File: config.mk
export PLATFORM = sky130hd
export DESIGN_NAME = pci_par_err_cnt
export DESIGN_NICKNAME = d
export VERILOG_FILES = /design/src/rtl/pci_par_err_cnt.sv
export SDC_FILE = /design/constraint.sdc
export NUM_CORES = 1
export LEC_CHECK = 0
export ABC_AREA = 1
export BUFFER_PORTS_ARGS = -buffer_cell sky130_fd_sc_hd__buf_2
export CAP_MARGIN = 0
export CORE_AREA = 2 2 39 41
export CTS_CLUSTER_DIAMETER = 40
export CTS_CLUSTER_SIZE = 8
export DETAILED_ROUTE_END_ITERATION = 7
export DIE_AREA = 0 0 41 43
export PLACE_DENSITY = 0.67
export SKIP_CTS_REPAIR_TIMING = 1
export SYNTH_ARGS = -nofsm -noshare
export SYNTH_HDL_FRONTEND = slang
export SYNTH_SLANG_ARGS = --single-unit
File: constraint.sdc
create_clock -name clk -period 1.1 [get_ports clk]
set_input_delay 0.22 -clock clk [delete_from_list [all_inputs] [get_ports clk]]
set_output_delay 0.22 -clock clk [all_outputs]
set_load 0.1 [all_outputs]
File: src/rtl/pci_par_err_cnt.sv
// ============================================================================
// Module   : pci_par_err_cnt
// Brief    : Saturating error counter with synchronous clear (clear+inc = 1).
// Revision : 1.0 - initial release
// ============================================================================
`default_nettype none

module pci_par_err_cnt #(
    parameter int WIDTH = 8
) (
    input  logic             clk,
    input  logic             rst,
    input  logic             i_inc,
    input  logic             i_clr,
    output logic [WIDTH-1:0] o_cnt
);

    localparam logic [WIDTH-1:0] C_ONE = {{(WIDTH-1){1'b0}}, 1'b1};

    always_ff @(posedge clk or posedge rst) begin
        if (rst) begin
            o_cnt <= '0;
        end else if (i_clr) begin
            o_cnt <= i_inc ? C_ONE : '0;
        end else if (i_inc && (o_cnt != '1)) begin
            o_cnt <= o_cnt + C_ONE;
        end
    end

endmodule

`default_nettype wire

; ---- Yosys cells after proc, flatten, opt, wreduce, memory -nomap -nowiden
; Cells that the tools add are included.
[word_totals]
reg_bits = 8
in_bits = 4
out_inout_bits = 8
elab_cells = 8
[op_classes]
add_sub_neg = 1
eq_ne = 1
muxes = 3
reduce_logical = 2
[ops]
columns = cell, n
row1 = two-way mux 8 bit, 2
row2 = adder 8 x 1 -> 8 bit (second input constant), 1
row3 = inequality test 8 bit (second input constant), 1
row4 = nonzero test 2 bit, 1
row5 = logical AND 1 bit, 1
row6 = two-way mux 1 bit, 1

; ---- Logic depth before layout (Yosys ltp)
[depth]
ltp_word = 4
mapped_depth = 9

; ---- Least setup slack after synthesis
; OpenSTA, ideal clock, no wires.
[synth_timing]
path_kind = register to register
from = reg o_cnt[1]
to = reg o_cnt[3]
t_arrival_ps = 1901
required_ps = 1032
slack_ps = -869
path_stages_with_launch = 10
period_less_slack_ps = 1969
path_cell_list = dfrtp_1 ha_1 nand2_1 nor2_1 nand2_2 nand2_2 nand2_4 clkinv_4 nand2_1 nand2_1
[synth_via]
elab_chain_len = 3
[synth_lines]
columns = element, line
row1 = "start, declared", 15  ; output logic [WIDTH-1:0] o_cnt
row2 = "start signal, assigned", 24  ; o_cnt <= i_inc ? C_ONE : '0;
row3 = "start signal, assigned", 26  ; o_cnt <= o_cnt + C_ONE;
row4 = adder 8 x 1 -> 8 bit or inequality test 8 bit (tied branches), "26, 25"
row5 = two-way mux 8 bit or logical AND 1 bit (tied branches), 25  ; end else if (i_inc && (o_cnt != '1)) begin
row6 = two-way mux 8 bit or nonzero test 2 bit (tied branches), --
; Several ways; a longest one is shown, not always the timed one. The select of a mux whose other input is x is not followed.
; A chain may end at the register's enable or synchronous reset.

; ---- Final worst setup path
[layout_timing]
from = reg o_cnt[0]
to = reg o_cnt[7]
; The elaborated chain is that of the path after synthesis.

==> impl_metrics.prom <==
# TYPE chip_impl_metric gauge
chip_impl_info{name="outcome",value="complete, but fails checks"} 1
chip_impl_info{name="failing_checks",value="negative setup slack"} 1
chip_impl_metric{name="final_antenna_violating_net_count",unit=""} 0
chip_impl_metric{name="syn_inst",unit=""} 70
chip_impl_metric{name="ys_seq_area_share",unit="%"} 40.30
chip_impl_info{name="worst_r2r_startpoint",value="o_cnt[0]"} 1
chip_impl_metric{name="largest_register_ff_count",unit=""} 8
chip_impl_metric{name="min_path_cells",unit=""} 3
chip_impl_metric{name="drt_wl_total",unit="mm"} 1.376
chip_impl_info{name="reg2reg_to",value="o_cnt[7]"} 1
chip_impl_metric{name="postLayoutCoreUtil",unit="%"} 67.09
chip_impl_metric{name="fin_nets",unit=""} 108
chip_impl_metric{name="floorplan.core_area",unit="sq um"} 1384
chip_impl_metric{name="final.setup_skew",unit="ns"} 0.001212
chip_impl_metric{name="die_span_y",unit="microns"} 43
chip_impl_metric{name="chipWidth",unit="microns"} 41
chip_impl_metric{name="wl_per_cell",unit="microns"} 11.76
chip_impl_info{name="yosys-top-cells-count",value="24 x nand2_1, 8 x dfrtp_1, 7 x inv_1, 7 x nor2_1, 5 x nand3_1"} 1
chip_impl_info{name="ys.flop_type",value="dfrtp_1"} 1
chip_impl_info{name="cp_common_cell",value="nand2_2"} 1
chip_impl_metric{name="worstPathBufferInverterCount",unit=""} 1
chip_impl_metric{name="gr_ovfl_total",unit=""} 0
chip_impl_metric{name="r2r_setup_slack",unit="ns"} -0.25
chip_impl_info{name="crit_path_cell_trace",value="ha_4 > nand2_4 > nor2_4 > nand2_2 > nand2_2 > nand2_4 > clkinv_4 > nand2_2 > nand2_1"} 1
chip_impl_info{name="critPathCaptureType",value="flip-flop"} 1
chip_impl_metric{name="cts_max_level",unit=""} 1
chip_impl_info{name="main_combinational_cell_family_by_area_after_synthesis",value="simple AND/OR/NAND/NOR gates"} 1
chip_impl_metric{name="synthDistinctLibCells",unit=""} 19
chip_impl_metric{name="count_of_clock_tree_sinks",unit=""} 8
chip_impl_metric{name="max-slew-margin-rel",unit="%"} 77.81
chip_impl_metric{name="synth-simple-area-share",unit="%"} 40.30
chip_impl_metric{name="final.min_clock_period",unit="ns"} 1.350
chip_impl_metric{name="setup_ws",unit="ns"} -0.2498
chip_impl_metric{name="detail_route.vias_per_cell",unit=""} 4.923
chip_impl_metric{name="grt_pass1_wl",unit="mm"} 2.070
chip_impl_metric{name="via_count_of_the_first_global_routing_pass",unit=""} 499
chip_impl_metric{name="globalRouteTotalUtil",unit="%"} 18.21
chip_impl_metric{name="n_antenna_cell",unit=""} 0
chip_impl_metric{name="vias",unit=""} 576
chip_impl_metric{name="final_max_slew_viol_count",unit=""} 0
chip_impl_info{name="rsz0062_at_grt",value="true"} 1
chip_impl_metric{name="io_buffer_count",unit=""} 11
chip_impl_metric{name="syn_to_final_growth",unit="%"} 86.90
chip_impl_metric{name="cp_data_arrival_time",unit="ns"} 1.51
chip_impl_metric{name="stdcell_count",unit=""} 117
chip_impl_info{name="synth_top_cells_by_area",value="dfrtp_1 40%, nand2_1 18%, inv_1 5.3%"} 1
chip_impl_info{name="cp_slowest_cell",value="dfrtp_4"} 1
chip_impl_metric{name="routabilityCongestion",unit=""} 0.8120
chip_impl_metric{name="power-per-cell-area",unit="nW/um^2"} 897.0
chip_impl_metric{name="worst_skew_pair.late_latency",unit="ns"} 0.27
chip_impl_metric{name="final_hold_viol_count",unit=""} 0
chip_impl_metric{name="cp_max_fo",unit=""} 6
chip_impl_metric{name="drt_iter0_markers",unit=""} 14
chip_impl_metric{name="post-layout-total-power",unit="uW"} 832.8
chip_impl_metric{name="slew_worst_pin",unit="ns"} 0.3324
chip_impl_metric{name="grt_max_degree",unit=""} 9
chip_impl_metric{name="async_sr_flop_fraction",unit="%"} 100.0
chip_impl_metric{name="synth_xor_xnor_area_share",unit="%"} 1.763
chip_impl_metric{name="cp_slowest_stage_delay",unit="ns"} 0.49
chip_impl_info{name="synth.most_common_cell",value="nand2_1"} 1
chip_impl_metric{name="synthesis.yosys.warnings",unit=""} 0
chip_impl_metric{name="fin_crit_sh",unit="%"} 122.7
chip_impl_metric{name="netlist_area",unit="sq um"} 496.7
chip_impl_metric{name="detailed_place_hpwl",unit="microns"} 945.5
chip_impl_metric{name="yosysTopAreaCellShare",unit="%"} 40.30
chip_impl_metric{name="avgSynthCellArea",unit="sq um"} 7.096
chip_impl_info{name="timing_worst_setup_path_type",value="reg2reg"} 1
chip_impl_metric{name="drive_gt1_share",unit="%"} 52.48
chip_impl_metric{name="die_area",unit="sq um"} 1763
chip_impl_info{name="start_kind",value="flip-flop"} 1
chip_impl_metric{name="report.final.setup_viol",unit=""} 16
chip_impl_metric{name="io-pin-count",unit=""} 12
chip_impl_info{name="clockRootBuffer",value="clkbuf_4"} 1
chip_impl_metric{name="peakVddDrop",unit="mV"} 0.5928
chip_impl_metric{name="synthAdderAreaFrac",unit="%"} 2.519
chip_impl_info{name="post-synth-top-area-cell",value="dfrtp_1"} 1
chip_impl_metric{name="drc",unit=""} 0
chip_impl_info{name="largest_registers",value="o_cnt (8)"} 1
chip_impl_metric{name="synthesis.nets",unit=""} 75
chip_impl_metric{name="core.rowCount",unit=""} 14
chip_impl_metric{name="cap_violations",unit=""} 0
chip_impl_metric{name="static-leakage-power",unit="nW"} 0.4509
chip_impl_info{name="worst_path_dominant_cell_family",value="flip-flops"} 1
chip_impl_metric{name="clk_pin_slew_worst_paths",unit="ns"} 0.06
chip_impl_info{name="cts_tree",value="yes"} 1
chip_impl_info{name="worstHoldPathType",value="in2reg"} 1
chip_impl_metric{name="fillers",unit=""} 113
chip_impl_info{name="hold_end",value="o_cnt[4]"} 1
chip_impl_metric{name="initial_utilization",unit="%"} 35.90
chip_impl_metric{name="fmax",unit="MHz"} 740.9
chip_impl_metric{name="number_of_enable_flip_flop_cells_after_synthesis",unit=""} 0
chip_impl_metric{name="cts_buffers",unit=""} 3
chip_impl_info{name="most_flop_heavy_register",value="o_cnt"} 1
chip_impl_metric{name="worst_endpoint_required_time",unit="ns"} 1.26
chip_impl_metric{name="synthMuxAreaShare",unit="%"} 0
chip_impl_metric{name="cts.path.max_buffers",unit=""} 2
chip_impl_metric{name="compound_cell_area_share_of_the_yosys_netlist",unit="%"} 6.549
chip_impl_metric{name="reg2reg_depth",unit=""} 9
chip_impl_metric{name="detailedRoute.firstPassIterationCount",unit=""} 4
chip_impl_info{name="worst_hold_startpoint",value="i_inc"} 1
chip_impl_metric{name="synth-seq-cells",unit=""} 8
chip_impl_metric{name="placed_cell_count",unit=""} 107
chip_impl_metric{name="initial_antenna_violation_count",unit=""} 0
## power by group
part | switching (mW) | total (mW) | internal [mW]
registers | 0.0160 | 0.328 | 0.312
logic | 0.163 | 0.262 | 0.0994
clock network | 0.116 | 0.242 | 0.126
## metrics by stage
step	area [sq um]	TNS, ns	hold slack, ns	setup slack [ns]
6_report	928.4	-2.945	0.2815	-0.2498
3_3_place_gp	807.0	-1.037	0.1868	-0.1739
4_1_cts	829.5	-2.613	-0.09557	-0.2051
3_5_place_dp	807.0	-1.248	0.1881	-0.1948
5_1_grt	928.4	-3.616	0.2995	-0.3332
2_1_floorplan	536.8	-2.618	0.03557	-0.3451
## final cells by class
cell class / count / area [sq um] / share of cell area [%]
clock buffer: 3 / 22.52 / 2.426
inverter: 10 / 42.54 / 4.582
multi-input combinational: 52 / 296.5 / 31.94
sequential: 8 / 222.7 / 23.99
tap: 16 / 20.02 / 2.156
timing repair buffer: 28 / 324.1 / 34.91
## tightest hold or removal path: cells and delay by family
family	cells	cell delay, ns
and+or+nand+nor	1	0.10
buffers and inverters	1	0.14
AOI/OAI and AO/OA	1	0.06
## worst max path at each step
stage	start	to	slack, ns	cells past startpoint
floorplan	o_cnt[1]	o_cnt[7]	-0.35	9
global placement	o_cnt[0]	o_cnt[7]	-0.17	9
detailed placement	o_cnt[1]	o_cnt[7]	-0.19	9
CTS	o_cnt[1]	o_cnt[2]	-0.21	9
global route	o_cnt[0]	o_cnt[7]	-0.33	9
finish	o_cnt[0]	o_cnt[7]	-0.25	9
## layer usage
metal  GRT usage [%]  routed length [microns]  vias to the layer above
met5               0                        0                        -
met4           12.00                       38                        0
met3           4.712                       77                        5
met2           25.62                      695                       20
met1           23.49                      564                      265
li1                -                        -                      286
## kinds of logic after synthesis
group,Yosys count
AND/OR/NAND/NOR,44
buffers and inverters,10
flip-flops,8
AO/OA/AOI/OAI,6
XOR/XNOR,1
adder cells (fa/ha/maj),1
## placed cells by master (no fill, tap or decap)
cell type | Yosys | layout
o21ai_0 | 1 | 1
o21bai_1 | 1 | 1
a21oi_1 | 2 | 1
nor2_1 | 7 | 6
xor2_1 | 1 | 1
nand4_1 | 2 | 2
buf_2 | 0 | 3
o21ai_2 | 0 | 1
buf_6 | 0 | 5
nand2_2 | 3 | 6
clkbuf_4 | 0 | 3
inv_2 | 1 | 1
dlygate4sd3_1 | 0 | 1
nor3_1 | 1 | 1
nand3_1 | 5 | 5
dfrtp_4 | 0 | 5
nor2_4 | 1 | 2
ha_4 | 0 | 1
dfrtp_2 | 0 | 3
a21oi_2 | 0 | 1
nand2_1 | 24 | 20
clkinv_1 | 1 | 1
buf_4 | 0 | 11
clkinv_4 | 1 | 1
o21ai_1 | 2 | 1
nand2_4 | 1 | 2
inv_1 | 7 | 7
buf_12 | 0 | 8
No activity file was read; power rests on OpenSTA's default activity.
